===== src/rtl/fetch_pkg.sv =====
// Shared types and constants for the instruction fetch unit.
package fetch_pkg;

  localparam int INSTR_W = 32;
  localparam int ADDR_W  = 32;

  localparam int                IMEM_BYTES_DEF = 28;
  localparam logic [ADDR_W-1:0] RESET_PC_DEF   = 32'h0;

  localparam int BUF_DEPTH = 2;
  localparam int PTR_W     = $clog2(BUF_DEPTH);
  localparam int CNT_W     = $clog2(BUF_DEPTH + 1);

  typedef enum logic [1:0] {
    ST_RUN   = 2'd0,
    ST_DONE  = 2'd1,
    ST_FAULT = 2'd2
  } fetch_state_e;

  typedef struct packed {
    logic [ADDR_W-1:0]  pc;
    logic [INSTR_W-1:0] instr;
  } fetch_entry_t;

  function automatic logic is_aligned(input logic [ADDR_W-1:0] addr);
    return addr[1:0] == 2'b00;
  endfunction

endpackage


===== src/rtl/fetch_buffer.sv =====
// Two-entry FIFO of {pc, instr} pairs sitting between the fetch PC and decode.
// Flush wins over push and pop; the head keeps presenting its last contents when empty.
module fetch_buffer
  import fetch_pkg::*;
(
  input  logic             clk,
  input  logic             reset,
  input  logic             push,
  input  logic             pop,
  input  logic             flush,
  input  fetch_entry_t     wr_entry,
  output fetch_entry_t     head,
  output logic [CNT_W-1:0] count
);

  fetch_entry_t     mem [BUF_DEPTH];
  logic [PTR_W-1:0] rd_ptr;
  logic [PTR_W-1:0] wr_ptr;
  logic [CNT_W-1:0] count_q;

  always_ff @(posedge clk) begin
    if (reset) begin
      rd_ptr  <= '0;
      wr_ptr  <= '0;
      count_q <= '0;
      for (int i = 0; i < BUF_DEPTH; i++) begin
        mem[i] <= '0;
      end
    end else if (flush) begin
      // Pull the write pointer back rather than moving the read pointer, so the
      // (now invalid) head output does not change.
      wr_ptr  <= rd_ptr;
      count_q <= '0;
    end else begin
      if (push) begin
        mem[wr_ptr] <= wr_entry;
        wr_ptr      <= wr_ptr + 1'b1;
      end
      if (pop) begin
        rd_ptr <= rd_ptr + 1'b1;
      end
      count_q <= count_q + {{(CNT_W-1){1'b0}}, push} - {{(CNT_W-1){1'b0}}, pop};
    end
  end

  assign head  = mem[rd_ptr];
  assign count = count_q;

endmodule


===== src/rtl/instr_fetch.sv =====
// Instruction fetch: owns the PC, buffers fetched words, handles redirects.
// Optional misaligned-fetch trap is enabled with `define FETCH_ALIGN_CHECK_EN.
//
// state    | meaning
// ---------+--------------------------------------------------------------
// ST_RUN   | fetching sequentially while the PC is inside instruction memory
// ST_DONE  | PC ran past the last word; buffered entries still drain
// ST_FAULT | misaligned fetch trapped; waits for reset or an aligned redirect
module instr_fetch
  import fetch_pkg::*;
#(
  parameter int                IMEM_BYTES = IMEM_BYTES_DEF,
  parameter logic [ADDR_W-1:0] RESET_PC   = RESET_PC_DEF
) (
  input  logic               clk,
  input  logic               reset,
  output logic [ADDR_W-1:0]  pc,
  input  logic [INSTR_W-1:0] instr_code,
  output logic [INSTR_W-1:0] instr_out,
  output logic [ADDR_W-1:0]  instr_pc,
  output logic               instr_valid,
  input  logic               instr_ready,
  input  logic               redirect,
  input  logic [ADDR_W-1:0]  redirect_pc,
  output logic               fetch_done,
  output logic               misalign_fault
);

  localparam logic [ADDR_W-1:0] LAST_PC = ADDR_W'(IMEM_BYTES - 4);

  fetch_state_e      state, state_nxt;
  logic [ADDR_W-1:0] pc_q, pc_nxt;

  logic              push;
  logic              pop;
  logic              flush;
  logic              room;
  logic              pc_aligned_ok;
  logic              redirect_bad;
  fetch_entry_t      head;
  fetch_entry_t      wr_entry;
  logic [CNT_W-1:0]  count;

`ifdef FETCH_ALIGN_CHECK_EN
  assign pc_aligned_ok = is_aligned(pc_q);
  assign redirect_bad  = !is_aligned(redirect_pc);
`else
  assign pc_aligned_ok = 1'b1;
  assign redirect_bad  = 1'b0;
`endif

  assign pop  = instr_valid && instr_ready;
  // A full buffer can still take a new word when the head leaves this cycle.
  assign room = (count < CNT_W'(BUF_DEPTH)) || pop;

  always_ff @(posedge clk) begin
    if (reset) begin
      state <= ST_RUN;
      pc_q  <= RESET_PC;
    end else begin
      state <= state_nxt;
      pc_q  <= pc_nxt;
    end
  end

  always_comb begin
    state_nxt = state;
    pc_nxt    = pc_q;
    push      = 1'b0;
    flush     = 1'b0;

    if (redirect) begin
      flush     = 1'b1;
      pc_nxt    = redirect_pc;
      state_nxt = redirect_bad ? ST_FAULT : ST_RUN;
    end else begin
      unique case (state)
        ST_RUN: begin
          if (pc_q > LAST_PC) begin
            state_nxt = ST_DONE;
          end else if (room) begin
            if (!pc_aligned_ok) begin
              state_nxt = ST_FAULT;
            end else begin
              push   = 1'b1;
              pc_nxt = pc_q + ADDR_W'(4);
            end
          end
        end
        ST_DONE:  state_nxt = ST_DONE;
        ST_FAULT: state_nxt = ST_FAULT;
        default:  state_nxt = ST_RUN;
      endcase
    end
  end

  assign wr_entry.pc    = pc_q;
  assign wr_entry.instr = instr_code;

  fetch_buffer u_buffer (
    .clk      (clk),
    .reset    (reset),
    .push     (push),
    .pop      (pop),
    .flush    (flush),
    .wr_entry (wr_entry),
    .head     (head),
    .count    (count)
  );

  assign pc          = pc_q;
  assign instr_out   = head.instr;
  assign instr_pc    = head.pc;
  assign instr_valid = (count != '0);
  assign fetch_done  = (state == ST_DONE);

`ifdef FETCH_ALIGN_CHECK_EN
  assign misalign_fault = (state == ST_FAULT);
`else
  assign misalign_fault = 1'b0;
`endif

endmodule


===== config.mk =====
export PLATFORM = sky130hd
export DESIGN_NAME = instr_fetch
export DESIGN_NICKNAME = d
export VERILOG_FILES = /design/src/rtl/fetch_pkg.sv /design/src/rtl/fetch_buffer.sv /design/src/rtl/instr_fetch.sv
export SDC_FILE = /design/constraint.sdc
export NUM_CORES = 1
export LEC_CHECK = 0
export BUFFER_PORTS_ARGS = -buffer_cell sky130_fd_sc_hd__buf_2
export CORE_ASPECT_RATIO = 0.75
export CORE_MARGIN = 4
export CORE_UTILIZATION = 54
export CTS_BUF_LIST = sky130_fd_sc_hd__clkbuf_16
export DETAILED_ROUTE_END_ITERATION = 10
export GPL_TIMING_DRIVEN = 0
export PLACE_DENSITY_LB_ADDON = 0.1
export SYNTH_ARGS = -nofsm -noshare
export SYNTH_HDL_FRONTEND = slang
export SYNTH_HIERARCHICAL = 1
export SYNTH_SLANG_ARGS = --single-unit
export TNS_END_PERCENT = 30

===== constraint.sdc =====
create_clock -name clk -period 4.3 [get_ports clk]
set_input_delay 0.215 -clock clk [delete_from_list [all_inputs] [get_ports clk]]
set_output_delay 0.215 -clock clk [all_outputs]
set_load 0.03 [all_outputs]

==> qor.log <==
INFO  status         status=finished clean
INFO  synthesis      syn_area_per_cell=14.25um2
INFO  floorplan      initial_core_util=55.33%
INFO  final_layout   finalInstanceArea=8874um2
INFO  clocking       clock_sinks=167
INFO  global_routing first_global_vias=5023
INFO  timing         rsz0062_at_grt=false
INFO  drt            postRouteAntennaNets=0
INFO  drt            detail_route.wl_per_cell=19.42um
INFO  clocking       numCtsBuffers=17
INFO  synthesis      mappedNetlistNets=579
INFO  power_and_ir_drop power.density=389.3nW/um2
INFO  final_layout   final_layout_size_suffix_gt1_share=41.49%
INFO  final_layout   fillCellCount=991
INFO  timing         max_freq=296.4MHz
INFO  timing         slew_violations=0
INFO  flow_run       drv_cap=0
INFO  timing         timing.final.crit_period=3.373ns
INFO  drt            detail_route.drc_violations=0
INFO  timing         tightest_slew=0.8940ns
INFO  setup_path     crit_path_top_delay_cell=a21o_4
INFO  drt            vias=4905
INFO  setup_path     worst-path-buf-inv=0
INFO  synthesis      synthesized_instance_count=507
INFO  setup_path     crit_start=pc[19]
INFO  placed_design  dp.final_hpwl=11290um
INFO  timing         final_hold_viol_count=0
INFO  clocking       tritoncts=done
INFO  synthesis      yosys.cell_types.count=39
INFO  clocking       cts_max_level=4
INFO  floorplan      floorplan.io_pins=167
INFO  clocking       worst_setup_hold_path_clk_slew=0.06ns
INFO  setup_path     setup.worst_path.start_class=register
INFO  global_routing grt_usage=22.40%
INFO  setup_path     crit_path_max_incr_delay=0.76ns
INFO  timing         finalCritPeriodShare=78.45%
INFO  clocking       cts.root.buffer_cell=clkbuf_16
INFO  synthesis      ys_seq_area_share=63.99%
INFO  floorplan      core_region_area=13060um2
INFO  drt            wirelength=17130um
INFO  power_and_ir_drop finalPower=3455uW
INFO  synthesis      postSynthRegisterBits=167
INFO  setup_path     worstReg2RegStart=pc[19]
INFO  drt            post_drt_via_cell_ratio=5.561
INFO  drt            drtIter0Drc=428
INFO  clocking       clock_latency=0.42ns
INFO  timing         timing.clock.skew=0.01154ns
INFO  hold_path      hold_path_class=in -> reg
INFO  final_layout   antennaDiodeCount=0
INFO  timing         fin_worst_hold_slack=0.01473ns
INFO  global_routing grt_overflow=0
INFO  placed_design  place_congestion=0.7814
INFO  floorplan      chipHeight=108.2um
INFO  clocking       post_cts_resize_count=0
INFO  setup_path     critPathArrivalTime=3.40ns
INFO  global_routing antenna_violations_before_repair=0
INFO  setup_path     crit_path_cell_trace=nor4_1, nand4_1, a2111oi_4, nor2b_1, a21o_4
INFO  setup_path     crit_required=4.33ns
INFO  timing         slew_headroom=40.40%
INFO  floorplan      dieWidth=141.6um
INFO  global_routing global_route_wire_length_before_repair=26380um
INFO  clocking       cts_buffer_depth=2
INFO  hold_path      hold_path.startpoint=redirect_pc[30]
INFO  setup_path     critical_path.max_fanout=64
INFO  setup_path     worstSetupEndpointType=register
INFO  floorplan      floorplan.die_area=15320um2
INFO  drt            first_pass_iters=4
INFO  global_routing pin_count_of_the_biggest_net_entering_global_routing=65
INFO  synthesis      syn-cell-area=7227um2
INFO  final_layout   nets=770
INFO  setup_path     crit_family=compound AO/OA/AOI/OAI gates
INFO  placed_design  detailed_place.area=8277um2
INFO  power_and_ir_drop vdd.ir_drop.worst=0.0003169V
INFO  setup_path     worst-setup-path-type=reg -> reg
INFO  timing         report.final.setup_viol=0
INFO  final_layout   area_growth=22.78%
INFO  synthesis      yosysWarnings=6
INFO  power_and_ir_drop power.leakage=0.004256uW
INFO  timing         finalSetupTns=0ns
INFO  floorplan      rows=36
INFO  placed_design  port_buffers=164
-- where the power goes --
| group | switching, uW | internal (uW) |
|---|---|---|
| logic | 193 | 100 |
| clock network | 562 | 771 |
| registers | 35.7 | 1790 |
| total | 791 | 2660 |
-- Yosys cell counts, drive strengths merged --
cell type,count,area [um2]
conb,1,3.750
or2,1,6.260
o31a,1,8.760
o21a,1,7.510
clkbuf,13,55.05
nor2b,5,38.78
a221oi,1,8.760
and2b,1,8.760
nand3b,1,7.510
nand4,3,18.77
o211ai,1,7.510
edfxtp,128,3844
a21o,2,15.01
mux2i,11,110.1
xor2,2,17.52
nor4,7,43.79
dfxtp,39,780.8
a22o,18,157.7
o21ai,1,5.000
mux2,64,720.7
nand4b,1,8.760
and3,128,800.8
buf,31,262.8
a21oi,4,20.02
nor2,18,67.56
xnor2,3,26.28
nor4b,1,15.01
nor3b,2,15.01
ha,4,50.05
nor3,4,31.28
inv,6,22.52
nand2,2,7.510
and2,1,6.260
a2111oi,1,27.53
-- logic make-up after synthesis --
kind of cell,count (synthesis),share of synthesized area (%)
fa+ha+maj,4,0.6925
other cells,1,0.05189
xor+xnor,5,0.6061
compound gates,30,3.567
buf+inv,50,4.709
simple gates,175,14.89
mux,75,11.50
flops,167,63.99
-- final cells by class --
cell class	instances	area, um2	share of cell area [%]
clock buffer	17	425.4	4.794
tap	171	214.0	2.411
timing repair buffer	172	900.9	10.15
multi-input combinational	290	2277	25.66
buffer	44	317.8	3.582
clock inverter	15	91.34	1.029
sequential	167	4624	52.12
inverter	6	22.52	0.2538
-- stage by stage --
stage / std cells / utilization [%] / setup WS (ns)
detailed placement: 842 / 63.36 / 0.9468
finish: 882 / 67.93 / 0.9267
global placement: 842 / 63.25 / -0.4093
global route: 882 / 67.93 / 0.7729
floorplan: 507 / - / 0.7026
CTS: 882 / 67.93 / 0.9334
-- layer usage --
metal,up-vias,GRT usage [%],wire (um)
met5,-,0,0
met4,0,6.712,189
met3,16,4.377,1277
met2,194,35.42,7995
met1,2393,31.75,7669
li1,2302,-,-
-- path summary, 6_finish.rpt --
path / end / slack [ns] / cells after the start
worst max register to register: u_buffer/mem[0][32] / 0.93 / 5
worst max-delay path: u_buffer/mem[0][32] / 0.93 / 5
worst min-delay path: pc[30] / 0.01 / 2
worst min register to register: state[1] / 0.48 / 1
-- cells in the final DEF (no fill, tap or decap), drive strengths merged, types with 2 or more instances in the layout --
cell type / count
edfxtp: 128
dfxtp: 39
mux2i: 11
a22o: 18
nor3: 4
ha: 4
dlygate4sd3: 8
nand4: 3
mux2: 64
xnor2: 3
buf: 195
nor2b: 5
a21oi: 4
xor2: 2
clkbuf: 30
and3: 128
nor4: 7
nand2: 2
clkinv: 5
a21o: 2
nor2: 18
inv: 14
nor3b: 2
-- registers in the layout, summed over array words and instances, names as in the netlist, named ones only --
register / flops
pc: 32
state: 2
u_buffer/count: 2
u_buffer/mem: 128
u_buffer/rd_ptr: 1
u_buffer/wr_ptr: 1
-- worst register-to-register path: stages, from the launching register on --
cell	delay, ns
dfxtp_1	0.34
nor4_1	0.39
nand4_1	0.30
a2111oi_4	0.65
nor2b_1	0.48
a21o_4	0.77
-- timing repair --
action,4_1_cts,5_1_grt
hold buffers,8,0
buffers inserted,0,0
hold endpoints to repair,8,0
Power figures use the tool's default switching activity.
